===== src/rtl/dma_copy.sv =====
// Single-channel byte-copy DMA engine: register port for configuration, bus initiator that
// moves CNT bytes from SRC to DST at three cycles per byte once the bus is granted.
module dma_copy (
  input  logic        clk,
  input  logic        rst,
  input  logic        cs,
  input  logic        rw,
  input  logic [2:0]  AD,
  input  logic [7:0]  DI,
  output logic [7:0]  DO,
  output logic        bus_req,
  input  logic        bus_gnt,
  output logic [15:0] m_address,
  output logic [7:0]  m_dout,
  input  logic [7:0]  m_din,
  output logic        m_read,
  output logic        intr
);

  // state   | meaning
  // IDLE    | no transfer, bus released
  // REQ     | bus requested, waiting for grant
  // RD_ADDR | source address presented to memory
  // RD_DATA | source byte returned, captured at end of cycle
  // WR      | captured byte written to destination
  typedef enum logic [2:0] {IDLE, REQ, RD_ADDR, RD_DATA, WR} state_t;

  state_t      state, state_nxt;
  logic [15:0] src, dst, cnt;
  logic [7:0]  data_q;
  logic        done, ie;
  logic        busy, reg_wr, cfg_wr, ctrl_wr, start, abort, done_set;

  assign busy     = (state != IDLE);
  assign reg_wr   = cs & ~rw;
  assign cfg_wr   = reg_wr & ~busy;
  assign ctrl_wr  = reg_wr && (AD == 3'd6);
  assign start    = ctrl_wr & DI[0];
  assign abort    = ctrl_wr & DI[7] & busy;
  assign done_set = (~busy & start & (cnt == 16'd0)) |
                    ((state == WR) & ~abort & (cnt == 16'd1));

  always_ff @(posedge clk) begin
    if (rst) state <= IDLE;
    else     state <= state_nxt;
  end

  always_comb begin
    state_nxt = state;
    case (state)
      IDLE:    if (start && cnt != 16'd0) state_nxt = REQ;
      REQ:     if (bus_gnt) state_nxt = RD_ADDR;
      RD_ADDR: state_nxt = RD_DATA;
      RD_DATA: state_nxt = WR;
      WR:      state_nxt = (cnt == 16'd1) ? IDLE : RD_ADDR;
      default: state_nxt = IDLE;
    endcase
    if (abort) state_nxt = IDLE;
  end

  always_ff @(posedge clk) begin
    if (rst) begin
      src    <= 16'h0000;
      dst    <= 16'h0000;
      cnt    <= 16'h0000;
      data_q <= 8'h00;
      done   <= 1'b0;
      ie     <= 1'b0;
    end else begin
      if (cfg_wr) begin
        case (AD)
          3'd0:    src[7:0]  <= DI;
          3'd1:    src[15:8] <= DI;
          3'd2:    dst[7:0]  <= DI;
          3'd3:    dst[15:8] <= DI;
          3'd4:    cnt[7:0]  <= DI;
          3'd5:    cnt[15:8] <= DI;
          default: ;
        endcase
      end
      if (ctrl_wr) ie <= DI[1];
      if (state == RD_DATA) data_q <= m_din;
      // An abort landing on the write cycle cancels that byte, so the pointers stay put.
      if (state == WR && !abort) begin
        src <= src + 16'd1;
        dst <= dst + 16'd1;
        cnt <= cnt - 16'd1;
      end
      if (done_set) done <= 1'b1;
      else if (reg_wr && AD == 3'd7) done <= 1'b0;
    end
  end

  always_comb begin
    m_read    = 1'b1;
    m_address = 16'h0000;
    m_dout    = 8'h00;
    case (state)
      RD_ADDR, RD_DATA: m_address = src;
      WR: if (!abort) begin
        m_read    = 1'b0;
        m_address = dst;
        m_dout    = data_q;
      end
      default: ;
    endcase
  end

  always_comb begin
    DO = 8'h00;
    case (AD)
      3'd0:    DO = src[7:0];
      3'd1:    DO = src[15:8];
      3'd2:    DO = dst[7:0];
      3'd3:    DO = dst[15:8];
      3'd4:    DO = cnt[7:0];
      3'd5:    DO = cnt[15:8];
      3'd6:    DO = {1'b0, done, 4'b0000, ie, busy};
      default: DO = 8'h00;
    endcase
  end

  assign bus_req = busy;
  assign intr    = done & ie;

endmodule


===== config.mk =====
export PLATFORM = sky130hd
export DESIGN_NAME = dma_copy
export DESIGN_NICKNAME = d
export VERILOG_FILES = /design/src/rtl/dma_copy.sv
export SDC_FILE = /design/constraint.sdc
export NUM_CORES = 1
export LEC_CHECK = 0
export BUFFER_PORTS_ARGS = -buffer_cell sky130_fd_sc_hd__buf_2
export CORE_MARGIN = 5
export CORE_UTILIZATION = 64
export CTS_BUF_LIST = sky130_fd_sc_hd__clkbuf_2
export DETAILED_ROUTE_END_ITERATION = 7
export PLACE_DENSITY = 0.9
export SLEW_MARGIN = 20
export SYNTH_ARGS = -nofsm -noshare
export SYNTH_HDL_FRONTEND = slang
export SYNTH_SLANG_ARGS = --single-unit

===== constraint.sdc =====
create_clock -name clk -period 5.1 [get_ports clk]
set_clock_uncertainty 0.15 [all_clocks]
set_input_delay 0.51 -clock clk [delete_from_list [all_inputs] [get_ports clk]]
set_output_delay 0.51 -clock clk [all_outputs]
set_load 0.1 [all_outputs]

==> results of run 1 <==
-- where the power goes --
group,switching (mW),total [mW],internal (mW)
logic,0.0669,0.0981,0.0312
clock network,0.184,0.290,0.105
registers,0.0106,0.494,0.483
total,0.262,0.882,0.620
-- worst reg2reg max path: cells and delay by family (launching register included) --
kind,cells,cell delay [ps]
flops,1,500
buf+inv,1,360
compound gates,2,660
simple gates,3,1100
-- registers in the layout, summed over array words and instances (netlist names) --
| name | cells |
|---|---|
| dst | 16 |
| done | 1 |
| data_q | 8 |
| src | 16 |
| cnt | 16 |
| ie | 1 |
| state | 3 |
-- layout make-up --
type                       count  area [um^2]
sequential                    61         1220
clock inverter                 6         55.1
multi-input combinational    399         2550
fill                         480         1640
inverter                      10         37.5
tap                           75         93.8
timing repair buffer          60          305
clock buffer                   9         45.0
-- worst min-delay path by stage --
| stage | start | to | slack (ps) | cells past startpoint |
|---|---|---|---|---|
| floorplan | data_q[0] | data_q[0] | 280 | 2 |
| detailed placement | data_q[3] | data_q[3] | 300 | 2 |
| global route | m_din[6] | data_q[6] | 70 | 3 |
| finish | m_din[6] | data_q[6] | 70 | 3 |
| CTS | m_din[5] | data_q[5] | 70 | 3 |
| global placement | data_q[2] | data_q[2] | 290 | 2 |
-- layout by cell type, fill, tap and decap left out, types with 7 or more instances in the layout --
| master | instances |
|---|---|
| and2_1 | 12 |
| mux2_2 | 10 |
| a31oi_1 | 13 |
| clkbuf_2 | 9 |
| a21oi_1 | 42 |
| o21bai_1 | 8 |
| nor3_1 | 16 |
| a22o_1 | 14 |
| o21ai_0 | 21 |
| a22oi_1 | 11 |
| and3_1 | 9 |
| or3_1 | 7 |
| buf_2 | 58 |
| a311oi_1 | 7 |
| nor2_1 | 41 |
| nand3_1 | 30 |
| a211oi_1 | 10 |
| dfxtp_1 | 61 |
| nand4_1 | 9 |
| inv_1 | 9 |
| nand2_1 | 42 |
-- metal layers --
layer	wire length (um)	GRT usage (%)	vias to the layer above	share of wire (%)
li1	-	-	2006	-
met1	4970	44.9	2037	39
met2	5560	51.9	317	44
met3	1620	7.45	54	13
met4	468	15.4	0	3.7
met5	0	0	-	0
-- through the flow --
stage / utilization (%) / instance area [um^2]
2_1_floorplan: - / 3970
3_3_place_gp: 70.7 / 4210
3_5_place_dp: 70.7 / 4210
4_1_cts: 72.4 / 4310
5_1_grt: 72.4 / 4310
6_report: 72.4 / 4310
-- cell usage after synthesis (3+ instances only) --
library cell	count	area [um^2]
and3_1	9	56.3
a21oi_1	42	210
nand2_1	42	158
or3_1	7	43.8
nor2b_1	5	31.3
a22o_1	14	123
nor4_1	6	37.5
o311ai_0	3	26.3
or2_2	3	18.8
o21a_1	3	22.5
a21o_1	3	22.5
a31oi_1	13	81.3
o22ai_1	5	31.3
buf_1	5	18.8
o21ai_0	21	105
or3_2	3	22.5
nor2_1	41	154
inv_1	9	33.8
and4_1	3	26.3
and2_1	12	75.1
nand3b_1	4	30.0
a32oi_1	4	35.0
a221oi_1	5	43.8
nor3_1	16	80.1
a22oi_1	11	82.6
nand4_1	9	56.3
dfxtp_1	61	1220
or4_4	3	33.8
clkbuf_1	27	101
a311oi_1	7	61.3
a211oi_1	10	75.1
a2bb2oi_1	4	35.0
nand3_1	30	150
o21bai_1	8	60.1
o211ai_1	6	45.0
mux2_2	10	113
mux2i_1	6	60.1
ha_1	4	50.1
-- kinds of logic (layout without fill, tap and decap cells) --
kind of cell,count (synthesis),in the layout
AO/OA/AOI/OAI,168,168
XOR/XNOR,1,1
adder cells (fa/ha/maj),4,4
buffers and inverters,47,85
flip-flops,61,61
multiplexers,19,19
AND/OR/NAND/NOR,207,207
==> summary.txt, run 1 <==
status = finished, final reports clean
Starting Density = 66.6%
hold buffers post-CTS = 0
CP cell instances = or3b_1 -> a21oi_4 -> inv_2 -> nor2_1 -> a21o_1 -> buf_2
critical path depth in cells = 6
Fin. Hold Viols = 0
P&R area growth vs syn = 8.77%
core area = 0.00596 mm^2
PortBufs = 58
layout cells sized above 1 = 18.9%
net count after synthesis = 535
Syn. warnings = 0
worst vdd ir = 0.171 mV
crit path kind = flip-flop to output port
clk_lat worst skew = 530 ps
Post-CTS Setup Bufs = 0
flop and latch count out of synthesis = 61
Pwr Total = 0.882 mW
placed insts = 605
tightest hold margin = 65.9 ps
cts bufs inserted = 9
R2R Path End = src[15]
H-tree depth = 3
Layout Nets = 569
Cell variety after synth = 64
CP Buf/Inv Count = 2
global-route wire length before repair = 20.4 mm
Die Wd = 88.7 um
diodes inserted = 0
Pleak = 1.59 nW
grt total ovfl = 0
delay-heaviest family, CP = buffers and inverters
clk root buf = clkbuf_2
setup violators final = 0
Post-Synth Simple-Gate Area = 27.9%
CP endpoint kind = output port
Die Span Y = 88.7 um
Crit-path slowest cell = or3b_1
Vias/cell = 7.12
fin. max-slew vios = 0
Least-Margin Pin Slew = 1030 ps
fin worst setup slack = 1410 ps
DR WL/cell = 20.3 um
Post-Synthesis Cell Area = 0.00397 mm^2
drt total wl = 12.6 mm
CP max FO = 36
Sink Count = 61
post-route insts no fill = 620
WP data required = 4440 ps
Remaining DRCs = 0
vias in the first global route = 4,005
Synth Area in Compound Gates = 28.8%
RSZ-0062 raised after global routing = no
startpoint types = flip-flop
Worst Setup SP = state[0]
Reg2Reg Depth = 6
Mapped Avg Cell Area = 7.82 um^2
largest stage delay on the critical path = 530 ps
crit share post-route = 72.3%
Synth Flop Type = dfxtp_1
multiplexer share of the synthesized area = 6.15%
largest net degree at the start of global routing = 61
clock-pin slew on the worst setup and hold paths = 180 ps
Post-Syn Instances = 507
post-route ant nets = 0
Hold WC Path Type = input pin to flip-flop
router iterations before antenna repair = 7
initial antenna violation count = 0
Max Cap Viol = 0
via count = 4,414
DPL Wire Length = 8.62 mm
Max-slew headroom = 30.8%
largest family of logic cells by synthesized area = compound AO/OA/AOI/OAI gates
GPL Wtd Cong = 0.959
post-route setup TNS = 0 ps
Total GRT Usage = 33.7%
Adder-Cell Fraction of Synth Area = 1.26%
row count = 28
total power divided by cell area = 204 mW/mm^2
reg-to-reg critical path startpoint = state[0]
Post-synth ARST share = 0%
CTS max path bufs = 2
sequential share of the synthesized area = 30.8%
number of top-level pins = 59
dpl ws = 1760 ps
Period minus WS final = 3690 ps
die footprint = 0.00787 mm^2
Post-synth EDFFs = 0
post-cts sizing count = 0
f_max = 271 MHz
Synth Area in XOR/XNOR = 0.221%
Worst Setup EP = m_address[11]
R2R Setup Slk = 2260 ps
CP Data Arrival Time = 3030 ps
CTS tree = done
initial drt markers = 663
Power figures use the tool's default switching activity.
==> inputs of run 2 (changes only) <==
--- a/config.mk
+++ b/config.mk
@@ -5,12 +5,13 @@
 export SDC_FILE = /design/constraint.sdc
 export NUM_CORES = 1
 export LEC_CHECK = 0
+export ABC_AREA = 1
 export BUFFER_PORTS_ARGS = -buffer_cell sky130_fd_sc_hd__buf_2
 export CORE_MARGIN = 5
-export CORE_UTILIZATION = 64
+export CORE_UTILIZATION = 55
 export CTS_BUF_LIST = sky130_fd_sc_hd__clkbuf_2
 export DETAILED_ROUTE_END_ITERATION = 7
-export PLACE_DENSITY = 0.9
+export PLACE_DENSITY = 0.82
 export SLEW_MARGIN = 20
 export SYNTH_ARGS = -nofsm -noshare
 export SYNTH_HDL_FRONTEND = slang
==> constraint.sdc (replaced) <==
create_clock -name clk -period 2.98 [get_ports clk]
set_clock_uncertainty 0.15 [all_clocks]
set_input_delay 0.298 -clock clk [delete_from_list [all_inputs] [get_ports clk]]
set_output_delay 0.298 -clock clk [all_outputs]
set_load 0.1 [all_outputs]
==> summary.txt, run 2 <==
post-route insts no fill = 944
Hold WC Path Type = input pin to flip-flop
GPL Wtd Cong = 0.992
H-tree depth = 3
Synth area leader = dfxtp_1
diodes inserted = 0
Synth area leaders = dfxtp_1 27%, nand2_1 14%, nand3_1 13%
crit share post-route = 94.8%
Post-Synthesis Cell Area = 0.00450 mm^2
initial drt markers = 546
CP endpoint kind = output port
placed cell area = 0.00491 mm^2
fin area = 0.00515 mm^2
CP max FO = 50
total power divided by cell area = 306 mW/mm^2
die footprint = 0.0101 mm^2
Total GRT Usage = 32.4%
DPL Wire Length = 11.6 mm
Cell variety after synth = 32
Post-Syn Instances = 771
number of top-level pins = 59
status = finished, final reports clean
setup violators final = 0
WHS Path Cells = 3
layout cells sized above 1 = 12.0%
clk root buf = clkbuf_2
placed insts = 916
Remaining DRCs = 0
Max-slew headroom = 50.1%
commonest non-fill, non-tap cells in the layout = 169 x nand2_1, 121 x nand3_1, 115 x inv_1
crit path kind = flip-flop to output port
Fin. Hold Viols = 0
net count after synthesis = 799
initial antenna violation count = 0
Post-synth ARST share = 0%
met1 Usage GRT = 40.3%
largest net degree at the start of global routing = 51
Post-synth EDFFs = 0
Mapped Avg Cell Area = 5.83 um^2
post-route ant nets = 0
PortBufs = 58
DR WL/cell = 17.1 um
startpoint types = flip-flop
GRT met2 Usage = 53.8%
Die Span Y = 100 um
WP data required = 2530 ps
CP Data Arrival Time = 2380 ps
flop and latch count out of synthesis = 61
worst vdd ir = 0.166 mV
tightest hold margin = 58.2 ps
Post-CTS Setup Bufs = 0
commonest non-fill, non-tap cell in the layout = nand2_1
core area = 0.00809 mm^2
Synth Flop Type = dfxtp_1
sequential share of the synthesized area = 27.2%
filler cell count = 794
cts bufs inserted = 9
P&R area growth vs syn = 14.6%
Period minus WS final = 2820 ps
Sink Count = 61
Syn. warnings = 0
CTS tree = done
Layout Nets = 862
Pleak = 2.51 nW
f_max = 354 MHz
post-synth top area share = 27.2%
router iterations before antenna repair = 5
Max Cap Viol = 0
Vias/cell = 5.87
gr busiest metal = met2
clk_lat worst skew = 510 ps
drt total wl = 16.2 mm
routing usage on met3 = 5.42%
Commonest cells post-synth = 169 x nand2_1, 121 x nand3_1, 115 x inv_1, 100 x nor2_1, 64 x o21ai_0
vias in the first global route = 5,171
row count = 33
Reg2Reg Depth = 10
Starting Density = 55.6%
top-count cell post-synth = nand2_1
fin. max-slew vios = 0
clock-pin slew on the worst setup and hold paths = 200 ps
global-route wire length before repair = 25.8 mm
Die Wd = 100 um
RSZ-0062 raised after global routing = no
via count = 5,538
grt total ovfl = 0
Largest regs = cnt (16), dst (16), src (16)
Least-Margin Pin Slew = 747 ps
CTS max path bufs = 2
==> run 2: worst max-delay path, stage by stage (launching register included) <==
cell and delay, ps:
dfxtp_1 450, inv_2 90, nor3_4 380, nand2_8 310, o22ai_1 210, buf_2 470
==> run 2: stage by stage <==
| stage | setup WS, ps | TNS, ps | util, % | total power, mW |
|---|---|---|---|---|
| after CTS | 31.6 | 0 | 63.4 | 1.57 |
| final | 155 | 0 | 63.7 | 1.58 |
| after global placement | 602 | 0 | 60.7 | 1.04 |
| after floorplan | -335 | -4350 | - | 0.974 |
| after global routing | 7.16 | 0 | 63.7 | 1.64 |
| after detailed placement | 515 | 0 | 60.7 | 1.05 |
==> run 2: timing repair <==
action | in CTS | in global routing
endpoints found under the hold margin | 14 | 1
resized for setup | 0 | 4
hold buffers | 11 | 1
endpoints found under the setup margin | 0 | 21
==> run 2: final cells by class <==
cell class | instances | area (um^2) | share of cell area, %
clock inverters | 5 | 51.3 | 0.995
well taps | 105 | 131 | 2.55
inverters | 118 | 443 | 8.59
repair buffers | 77 | 498 | 9.66
clock buffers | 11 | 55.1 | 1.07
multi-input cells | 567 | 2750 | 53.4
flip-flops and latches | 61 | 1220 | 23.7
==> run 2: worst paths after layout <==
| check | slack (ps) | to | start |
|---|---|---|---|
| worst max-delay path | 160 | m_address[8] | state[2] |
| worst min-delay path | 60 | cnt[4] | DI[4] |
| worst max register to register | 390 | src[0] | state[1] |
| worst min register to register | 310 | data_q[7] | data_q[7] |
==> run 2: metal layers <==
layer  share of wire (%)  wire length [um]  vias to the layer above
li1                    -                 -                     2651
met2                  48              7690                      347
met3                  11              1770                       70
met4                 5.0               804                        0
met1                  36              5890                     2470
met5                   0                 0                        -
==> run 2: power by group <==
part | internal, mW | leakage [nW] | switching [mW]
logic | 0.0648 | 1.94 | 0.143
registers | 0.828 | 0.492 | 0.0157
clock network | 0.195 | 0.0694 | 0.331
==> run 2: kinds of logic (layout without fill, tap and decap cells) <==
group / Yosys count / count (layout) / share of synthesized area, %
buffers and inverters: 143 / 211 / 12.7
flip-flops: 61 / 61 / 27.2
AO/OA/AOI/OAI: 134 / 134 / 16.4
adder cells (fa/ha/maj): 4 / 4 / 1.11
AND/OR/NAND/NOR: 418 / 418 / 40.5
XOR/XNOR: 11 / 11 / 2.14
